`config.mk`:
```
export PLATFORM = sky130hd
export DESIGN_NAME = serial_adder_ctrl
export DESIGN_NICKNAME = d
export VERILOG_FILES = /design/src/rtl/serial_adder_ctrl_pkg.sv /design/src/rtl/serial_adder_ctrl_full_adder_s.sv /design/src/rtl/serial_adder_ctrl.sv
export SDC_FILE = /design/constraint.sdc
export NUM_CORES = 1
export LEC_CHECK = 0
export BUFFER_PORTS_ARGS = -buffer_cell sky130_fd_sc_hd__buf_4
export CAP_MARGIN = 20
export CORE_MARGIN = 5
export CORE_UTILIZATION = 35
export DETAILED_ROUTE_END_ITERATION = 7
export PLACE_DENSITY = 0.59
export SETUP_SLACK_MARGIN = 0.1
export SLEW_MARGIN = 10
export SYNTH_ARGS = -nofsm -noshare
export SYNTH_HDL_FRONTEND = slang
export SYNTH_SLANG_ARGS = --single-unit
```
`constraint.sdc`:
```
create_clock -name clk -period 4.1 [get_ports clk]
set_clock_uncertainty 0.2 [all_clocks]
set_input_delay 0.205 -clock clk [delete_from_list [all_inputs] [get_ports clk]]
set_output_delay 0.205 -clock clk [all_outputs]
set_load 0.05 [all_outputs]
```
`src/rtl/serial_adder_ctrl_pkg.sv`:
```
// Shared definitions for the bit-serial adder: state encoding and counter sizing.
package serial_adder_defs;

    typedef enum logic [1:0] {
        IDLE = 2'd0,
        RUN  = 2'd1,
        DONE = 2'd2
    } state_e;

    // Bit counter width; a 1-bit operand still needs a 1-bit counter.
    function automatic int cnt_w(input int n);
        return (n > 1) ? $clog2(n) : 1;
    endfunction

endpackage

```
`src/rtl/serial_adder_ctrl_full_adder_s.sv`:
```
// Structural 1-bit full adder used as the time-shared datapath slice.

// Half adder cell.
module half_adder_s (
    input  logic a_i,
    input  logic b_i,
    output logic s_o,
    output logic c_o
);
    assign s_o = a_i ^ b_i;
    assign c_o = a_i & b_i;
endmodule

// Full adder from two half adders; either half-adder carry produces carry-out.
module full_adder_s (
    input  logic a_i,
    input  logic b_i,
    input  logic c_i,
    output logic s_o,
    output logic c_o
);
    logic s0, c0, c1;

    half_adder_s u_ha0 (.a_i(a_i), .b_i(b_i), .s_o(s0),  .c_o(c0));
    half_adder_s u_ha1 (.a_i(s0),  .b_i(c_i), .s_o(s_o), .c_o(c1));

    assign c_o = c0 | c1;
endmodule

```
`src/rtl/serial_adder_ctrl.sv`:
```
// Bit-serial N-bit adder: one full-adder slice reused LSB-first over N cycles,
// fronted by a start/busy/done handshake.
module serial_adder_ctrl
    import serial_adder_defs::*;
#(
    parameter int N = 8
) (
    input  logic         clk,
    input  logic         rst,
    input  logic         start,
    input  logic [N-1:0] a,
    input  logic [N-1:0] b,
    input  logic         cin,
    output logic         busy,
    output logic         done,
    output logic [N-1:0] sum,
    output logic         cout
);
    localparam int              CNT_W = cnt_w(N);
    localparam logic [CNT_W-1:0] LAST  = CNT_W'(N - 1);

    state_e           state_q, state_d;
    logic [N-1:0]     a_sr_q, a_sr_d;
    logic [N-1:0]     b_sr_q, b_sr_d;
    logic [N-1:0]     s_sr_q, s_sr_d;
    logic             carry_q, carry_d;
    logic [CNT_W-1:0] cnt_q, cnt_d;
    logic [N-1:0]     sum_q, sum_d;
    logic             cout_q, cout_d;
    logic             done_q, done_d;
    logic             busy_q, busy_d;

    logic             fa_s, fa_co;

    full_adder_s u_fa (
        .a_i (a_sr_q[0]),
        .b_i (b_sr_q[0]),
        .c_i (carry_q),
        .s_o (fa_s),
        .c_o (fa_co)
    );

    // State and datapath registers with synchronous reset.
    always_ff @(posedge clk) begin
        if (rst) begin
            state_q <= IDLE;
            a_sr_q  <= '0;
            b_sr_q  <= '0;
            s_sr_q  <= '0;
            carry_q <= 1'b0;
            cnt_q   <= '0;
            sum_q   <= '0;
            cout_q  <= 1'b0;
            done_q  <= 1'b0;
            busy_q  <= 1'b0;
        end else begin
            state_q <= state_d;
            a_sr_q  <= a_sr_d;
            b_sr_q  <= b_sr_d;
            s_sr_q  <= s_sr_d;
            carry_q <= carry_d;
            cnt_q   <= cnt_d;
            sum_q   <= sum_d;
            cout_q  <= cout_d;
            done_q  <= done_d;
            busy_q  <= busy_d;
        end
    end

    // Next-state: load on accept, one slice step per RUN cycle, capture on the last bit.
    always_comb begin
        state_d = state_q;
        a_sr_d  = a_sr_q;
        b_sr_d  = b_sr_q;
        s_sr_d  = s_sr_q;
        carry_d = carry_q;
        cnt_d   = cnt_q;
        sum_d   = sum_q;
        cout_d  = cout_q;
        done_d  = 1'b0;
        busy_d  = busy_q;

        unique case (state_q)
            IDLE: begin
                if (start) begin
                    a_sr_d  = a;
                    b_sr_d  = b;
                    carry_d = cin;
                    cnt_d   = '0;
                    busy_d  = 1'b1;
                    state_d = RUN;
                end
            end
            RUN: begin
                // New sum bit enters at the MSB so the LSB-first stream lands in place.
                s_sr_d  = N'({fa_s, s_sr_q} >> 1);
                a_sr_d  = a_sr_q >> 1;
                b_sr_d  = b_sr_q >> 1;
                carry_d = fa_co;
                cnt_d   = cnt_q + CNT_W'(1);
                if (cnt_q == LAST) begin
                    sum_d   = N'({fa_s, s_sr_q} >> 1);
                    cout_d  = fa_co;
                    done_d  = 1'b1;
                    state_d = DONE;
                end
            end
            DONE: begin
                busy_d  = 1'b0;
                state_d = IDLE;
            end
            default: begin
                busy_d  = 1'b0;
                state_d = IDLE;
            end
        endcase
    end

    assign busy = busy_q;
    assign done = done_q;
    assign sum  = sum_q;
    assign cout = cout_q;

endmodule

```
After elaboration in Yosys (flattened, before gate mapping)
Index checks and enable logic that the tools add are counted.
{"block": "totals", "register_bits": 41, "in_bits": 20, "output_inout_bits": 11, "word_cells": 42}
{"block": "classes", "addsub": 1, "eq_ne": 4, "n_mux": 14, "bitwise_logic": 6, "n_reduce_logical": 7}
{"op": "$pmux 8 s2", "count": 2}
{"op": "$mux 8", "count": 2}
{"op": "$reduce_and 2->1", "count": 4}
{"op": "$pmux 3 s2", "count": 1}
{"op": "$mux 2", "count": 2}
{"op": "$ne 2x2->1 const B", "count": 2}
{"op": "$pmux 1 s2", "count": 2}
{"op": "$pmux 2 s2", "count": 1}
{"op": "$add 3x1->3 const B", "count": 1}
{"op": "$eq 3x3->1 const B", "count": 1}
{"op": "$mux 1", "count": 3}
{"op": "$mux 3", "count": 1}
{"op": "$and 1x1->1", "count": 2}
{"op": "$eq 2x1->1 const B", "count": 1}
{"op": "$logic_not 2->1", "count": 1}
{"op": "$reduce_bool 2->1", "count": 1}
{"op": "$reduce_or 2->1", "count": 1}
{"op": "$xor 1x1->1", "count": 2}
{"op": "$not 1->1", "count": 1}
{"op": "$or 1x1->1", "count": 1}

Depth between registers and ports, before layout
Gate-level depths: netlist of the first run.
{"block": "depth", "word_depth": 4, "ltp_mapped": 7, "mapped_depth_nobuf": 5}

Modules after synthesis
From an unflattened synthesis of the first run, not the netlist that was laid out.
{"block": "unflattened", "hier_cells": 176, "area_unflattened_um2": 1616.6}
{"mod": "serial_adder_ctrl", "instances": 1, "cells_each": 173, "area_per_inst_um2": 1585.3, "seq_area_each_um2": 800.8}
{"mod": "half_adder_s", "instances": 2, "cells_each": 1, "area_per_inst_um2": 12.5, "seq_area_each_um2": 0.0}
{"mod": "full_adder_s", "instances": 1, "cells_each": 1, "area_per_inst_um2": 6.3, "seq_area_each_um2": 0.0}

Worst setup path before layout of the first run
No wires, ideal clock.
{"block": "synth_path", "kind": "register -> register", "start": "register cnt_q[0]", "end": "register sum_q[1] (netlist: sum[1])", "setup_ns": 0.132, "arrival_ns": 1.296, "required_ns": 3.768, "path_slack_ns": 2.472, "stages_incl_launch_ff": 8, "path_buffers": 2, "synth_period_minus_slack_ns": 1.628, "cell_sequence": "dfxtp_1 > ha_1 > ha_1 > clkbuf_1 > nand3b_1 > buf_2 > nand2_1 > a21oi_1"}
{"block": "synth_between", "elab_chain_cells": 2}
{"element": "start, declared", "line": "serial_adder_ctrl.sv:27", "source": "logic [CNT_W-1:0] cnt_q, cnt_d;"}
{"element": "start signal, assigned", "line": "serial_adder_ctrl.sv:62", "source": "cnt_q <= cnt_d;"}
{"element": "$eq 3x3->1", "line": "serial_adder_ctrl.sv:101", "source": "if (cnt_q == LAST) begin"}
{"element": "$reduce_and 2->1 (no source line)"}
{"element": "end signal, assigned", "line": "serial_adder_ctrl.sv:63", "source": "sum_q <= sum_d;"}
{"element": "end, declared", "line": "serial_adder_ctrl.sv:28", "source": "logic [N-1:0] sum_q, sum_d;"}
Every way passes these cells.
A chain may end at the register's enable or synchronous reset.

Final worst setup path of the first run
{"block": "layout_path", "start": "register cnt_q[0]", "end": "register cout_q (netlist: cout)"}
{"block": "layout_between", "elab_chain_cells": 2}
{"element": "$eq 3x3->1", "line": "serial_adder_ctrl.sv:101"}
{"element": "$reduce_and 2->1 (no source line)"}
{"element": "end signal, assigned", "line": "serial_adder_ctrl.sv:64", "source": "cout_q <= cout_d;"}
{"element": "end, declared", "line": "serial_adder_ctrl.sv:29", "source": "logic cout_q, cout_d;"}
Every way passes these cells.

==> results of run 1 <==
==> layout by cell type, fill, tap and decap left out <==
master | Yosys | final
nor3_1 | 2 | 2
nand3_1 | 8 | 8
ha_1 | 2 | 2
bufinv_16 | 0 | 1
nor3b_1 | 1 | 1
o21bai_1 | 1 | 1
inv_1 | 16 | 16
nor2b_2 | 0 | 1
clkbuf_1 | 5 | 1
o221a_1 | 1 | 1
nand2_1 | 22 | 22
nor2_1 | 10 | 10
and2b_2 | 1 | 1
buf_4 | 2 | 31
a22oi_1 | 4 | 4
dlygate4sd3_1 | 0 | 16
nand3b_1 | 1 | 1
clkbuf_8 | 1 | 5
mux2i_1 | 2 | 2
fa_1 | 1 | 1
nor2_2 | 1 | 1
or2b_1 | 1 | 1
o221a_2 | 14 | 14
nand2b_4 | 1 | 1
a21oi_1 | 31 | 31
dfxtp_1 | 40 | 40
clkinv_2 | 0 | 1
==> cells by family (layout without fill, tap and decap cells) <==
kind of cell,after synthesis,count (layout)
and+or+nand+nor,49,49
DFF,40,40
muxes,2,2
AOI/OAI and AO/OA,51,51
adders and majority gates,3,3
buffers and inverters,29,71
==> metal layers <==
layer	vias to the layer above	GRT usage [%]	wire length, um	share of wire (%)
li1	679	-	-	-
met1	559	15.5	1630	48
met2	26	16.8	1470	43
met3	11	3.36	173	5.1
met4	0	6.70	103	3.1
met5	-	0	0	0
==> how the worst max path moves through the flow <==
stage / startpoint / end / slack [ps] / cells after the start
floorplan: cnt_q[0]$_SDFFE_PP0P_ / sum[1]$_SDFFE_PP0P_ / 2470 / 7
global placement: cnt_q[0]$_SDFFE_PP0P_ / cout$_SDFFE_PP0P_ / 2260 / 5
detailed placement: cnt_q[0]$_SDFFE_PP0P_ / cout$_SDFFE_PP0P_ / 2200 / 5
CTS: cnt_q[0]$_SDFFE_PP0P_ / cout$_SDFFE_PP0P_ / 2190 / 5
global route: cnt_q[0]$_SDFFE_PP0P_ / cout$_SDFFE_PP0P_ / 2070 / 5
finish: cnt_q[0]$_SDFFE_PP0P_ / cout$_SDFFE_PP0P_ / 2220 / 5
==> metrics by stage <==
step	worst slack (ps)	hold slack, ps
final	2220	8.90
after floorplan	2470	166
after CTS	2190	2.06
after global routing	2070	13.6
after detailed placement	2200	251
after global placement	2260	249
==> flip-flops by register name, indices dropped and copies added (netlist names) <==
signal / count
a_sr_q: 8
sum: 8
cnt_q: 3
busy: 1
carry_q: 1
b_sr_q: 8
done: 1
state_q: 2
s_sr_q: 7
cout: 1
==> worst max-delay path: stages, from the launching register on <==
cell and delay, ps:
dfxtp_1 350, ha_1 150, ha_1 360, nand3b_1 400, mux2i_1 260, nor2_1 50
==> power by group through the flow <==
stage / Sequential [uW] / Combinational (uW) / Clock [uW]
2_1_floorplan: 430 / 64.4 / 0
6_report: 421 / 101 / 315
4_1_cts: 421 / 101 / 322
5_1_grt: 424 / 114 / 339
3_5_place_dp: 430 / 88.7 / 0
3_3_place_gp: 430 / 88.8 / 0
==> final cells by class <==
cell class | count | area share [%]
Clock buffer | 6 | 3.48
Clock inverter | 2 | 1.68
Inverter | 16 | 2.88
Multi-Input combinational cell | 105 | 31.5
Sequential cell | 40 | 38.4
Tap cell | 52 | 3.12
Timing Repair Buffer | 47 | 18.9
==> reports/results.ini, run 1 <==
[run_status]
run_status = finished clean

[drt]
ant_nets = 0
first_pass_iters = 4
drtIter0Drc = 116
drc = 0
vias_per_cell = 4.76
wl_per_cell_um = 12.6
vias = 1275
finalWirelength_um = 3370

[clocking]
cts_max_level = 2
cts_hold_buf = 16
clockBufferDepth = 2
tritoncts = done
cts_num_sinks = 40
post_cts.repair.setup_buffers = 0
clk_pin_slew_ps = 70
cts_inserted_buffers = 5
cts-root-buf = clkbuf_8
clk_latency_ps = 290
cts.repair.resized = 0

[final_layout]
finalNetCount = 238
areaGrowthSynthToFinish_pct = 30.2
post-route-util_pct = 47.5
final_layout_size_suffix_gt1_share_pct = 25.9
final_cells = 268
n_antenna_cell = 0
stdcell_area_sq_um = 2080
multi_input_area_sq_um = 657
regArea_sq_um = 801
fill_cells = 426

[synthesis]
yosys.area.top_type_share_pct = 50.0
yosysMostFrequentCell = dfxtp_1
async_flop_share_pct = 0
synthMuxAreaShare_pct = 1.25
yosys.area_share.simple_pct = 14.2
synth_common_cells = dfxtp_1, a21oi_1, nand2_1
synth_top_family_by_area = compound AO/OA/AOI/OAI gates
synth_compound_area_share_pct = 22.6
syn_inst = 174
synth_fa_ha_area_share_pct = 2.81
ys_top_cells_by_area = dfxtp_1, o221a_2, a21oi_1
synth.largest_area_cell = dfxtp_1
yosysWarnings = 0
synth_edf_count = 0
synth_area_sq_um = 1600
ys_seq_elements = 40
synth_top_flop_cell = dfxtp_1
synth_seq_area_share_pct = 50.0
synth_fp_nets = 197
synth.distinct_cells = 26
synth-xor-area-share_pct = 0
avgSynthCellArea_sq_um = 9.20

[pwr]
seqPwrFrac_pct = 50.3
cellLeakagePower_uw = 0.000843
combPwrFrac_pct = 12.0
switching_power_uw = 195
power_density_nw_per_um2 = 402
clockPowerShare_pct = 37.7
finalPower_uw = 837
ir_worst_vdd_mv = 0.175
internal-power_uw = 641
power.share.switching_pct = 23.3

[sta]
setup_tns_ps = 0
hold_viol = 0
relSlewSlack_pct = 56.5
rsz0062_at_grt = no
setup_violations = 0
drv_slew = 0
period_needed_ps = 1880
period_share_pct = 45.9
worst_pin_slew_ps = 652
fmax_mhz = 531

[worst_hold_path]
hold_depth = 2
min_path_type = input pin to register
hold_end = a_sr_q[0]$_SDFFE_PP0P_
hp-start = a[0]

[flow_run]
maxCapViolations = 0

[die]
initial_core_util_pct = 36.5
num_io_pins = 31
die_w_um = 77.6
chipHeight_um = 77.6
coreArea_sq_um = 4380
rows = 24
dieArea_sq_um = 6020

[grt]
grt.total_usage_pct = 11.7
grt_pass1_vias = 1224
grt_pass1_wl_um = 5770
antenna_found_initial = 0
grt_overflow = 0
grt_max_degree = 41

[placement]
place_congestion = 0.715
hpwl_um = 2100
port_buffers = 30
dpl_cell_area_sq_um = 1820
dpl.cell_count = 244

[critical_path]
crit_type = register to register
r2r_setup_slack_ps = 2220
worstPathRequired_ps = 4070
reg2reg_from = cnt_q[0]$_SDFFE_PP0P_
crit_arrival_ps = 1850
r2r_end = cout$_SDFFE_PP0P_
crit_path_end_kind = register
r2r_cells = 5
worstSetupStartpointType = register
path_max_fanout = 11

No activity file was read; power rests on OpenSTA's default activity.
==> inputs of run 2 (changes only) <==
- PLACE_DENSITY: 0.59 -> 0.61
- clock period: 4.1 -> 1.66 ns (I/O delays scaled with it)
==> reports/results.ini, run 2 (synthesis gave the netlist of run 1 again) <==
[run_status]
run_status = finished clean

[drt]
wl_per_cell_um = 12.6  ; +0.33%
vias = 1369  ; +7.4%
drtIter0Drc = 109  ; -6.0%
vias_per_cell = 5.00  ; +5.0%
finalWirelength_um = 3460  ; +2.6%
ant_nets = 0  ; unchanged
first_pass_iters = 4  ; unchanged
drc = 0  ; unchanged

[die]
die_w_um = 77.6  ; unchanged
coreArea_sq_um = 4380  ; unchanged
num_io_pins = 31  ; unchanged
rows = 24  ; unchanged
dieArea_sq_um = 6020  ; unchanged
chipHeight_um = 77.6  ; unchanged
initial_core_util_pct = 36.5  ; unchanged

[pwr]
ir_worst_vdd_mv = 0.501  ; +190%
power_density_nw_per_um2 = 915  ; +130%
cellLeakagePower_uw = 0.000867  ; +2.9%

[final_layout]
stdcell_area_sq_um = 2150  ; +3.0%
mostFrequentLayoutCells = dfxtp_1, buf_4, a21oi_1
finalNetCount = 244  ; +2.5%
final_layout_size_suffix_gt1_share_pct = 29.7  ; +3.8 points
final_cells = 274  ; +2.2%
final_common_cell = dfxtp_1
n_antenna_cell = 0  ; unchanged
areaGrowthSynthToFinish_pct = 34.1

[sta]
rsz0062_at_grt = no
drv_slew = 0  ; unchanged
hold_viol = 0  ; unchanged
fmax_mhz = 691  ; +30%
worst_pin_slew_ps = 417  ; -235 ps
setup_violations = 0  ; unchanged
relSlewSlack_pct = 72.2  ; +16 points
period_needed_ps = 1450  ; -435 ps
period_share_pct = 87.2  ; +41 points
setup_tns_ps = 0  ; unchanged
holdWs_ps = 9.31  ; +0.407 ps

[placement]
dpl_cell_area_sq_um = 1850  ; +2.1%
place_congestion = 0.729  ; +1.9%
dpl.cell_count = 249  ; +2.0%
port_buffers = 30  ; unchanged
hpwl_um = 2260  ; +7.5%

[critical_path]
worstPathRequired_ps = 1620  ; -2450 ps
r2r_setup_slack_ps = 210  ; -2000 ps
crit_start = cnt_q[0]$_SDFFE_PP0P_
r2r_end = sum[5]$_SDFFE_PP0P_
cp_cell_sequence = ha_2 > ha_4 > nand3b_1 > buf_6 > nand2_1 > a21oi_1
crit_type = register to register
crit_arrival_ps = 1410  ; -440 ps
critPathCapture = sum[5]$_SDFFE_PP0P_
cp_slowest_cell = dfxtp_2
r2r_cells = 6  ; +1
slowest_delay_ps = 340  ; -60 ps
worstSetupStartpointType = register
reg2reg_from = cnt_q[0]$_SDFFE_PP0P_
path_max_fanout = 5  ; -6
crit_path_end_kind = register

[grt]
grt_pass1_vias = 1341  ; +9.6%
grt.total_usage_pct = 11.9  ; +0.27 points
grt_max_degree = 41  ; unchanged
grt_pass1_wl_um = 5930  ; +2.8%
grt_overflow = 0  ; unchanged
antenna_found_initial = 0  ; unchanged

[clocking]
cts-root-buf = clkbuf_8
clockBufferDepth = 2  ; unchanged
cts_max_level = 2  ; unchanged
post_cts.repair.setup_buffers = 0  ; unchanged
cts_inserted_buffers = 5  ; unchanged
clk_latency_ps = 290  ; about the same
tritoncts = done
clk_pin_slew_ps = 70  ; about the same
cts_num_sinks = 40  ; unchanged

[worst_hold_path]
min_path_type = input pin to register
hp-start = rst

[flow_run]
maxCapViolations = 0  ; unchanged

-- run 2: metrics by stage --
stage	power, uW	setup slack, ps	utilization [%]
detailed placement	1290	99.7	42.3
floorplan	1220	104	-
finish	1960	213	48.9
global route	2060	114	48.9
global placement	1280	125	42.3
CTS	1980	181	48.4
-- run 2: worst min path at each step --
stage / end / slack (ps) / cells after the start
final: cnt_q[0]$_SDFFE_PP0P_ / 9 / 2
after global routing: cnt_q[2]$_SDFFE_PP0P_ / 20 / 2
after CTS: cnt_q[0]$_SDFFE_PP0P_ / 1 / 2
after detailed placement: b_sr_q[7]$_SDFFE_PP0P_ / 140 / 3
after global placement: b_sr_q[7]$_SDFFE_PP0P_ / 140 / 3
after floorplan: a_sr_q[7]$_SDFFE_PP0P_ / 40 / 2
-- run 2: layout make-up --
type | instances | area [sq um]
inverter | 16 | 60.1
clock inverter | 2 | 10.0
tap | 52 | 65.1
multi-input combinational | 105 | 677
clock buffer | 6 | 82.6
fill | 429 | 2240
timing repair buffer | 53 | 448
sequential | 40 | 803
-- run 2: worst max-delay path: cells and delay by family (launching register included) --
family | cells | cell delay (ps)
adders and majority gates | 2 | 320
DFF | 1 | 340
AOI/OAI and AO/OA | 1 | 60
buffers and inverters | 1 | 180
and+or+nand+nor | 2 | 220
-- run 2: what timing repair did --
item / 4_1_cts / 5_1_grt
gates resized for setup: 1 / 7
hold buffers: 17 / 0
endpoints found under the setup margin: 3 / 7
pin swaps: 0 / 1
gates cloned: 0 / 0
endpoints found under the hold margin: 17 / 0
-- run 2: per-layer routing --
metal	GRT usage, %	wire length (um)
met5	0	0
met4	6.70	87
met3	3.01	123
met2	18.7	1610
met1	14.8	1640
-- run 2: where the power goes --
group | leakage (uW) | switching, uW | total, uW | internal [uW]
registers | 0.000328 | 32.1 | 1040 | 1010
logic | 0.000488 | 120 | 256 | 136
clock network | 0.0000510 | 335 | 667 | 332
total | 0.000867 | 488 | 1960 | 1480
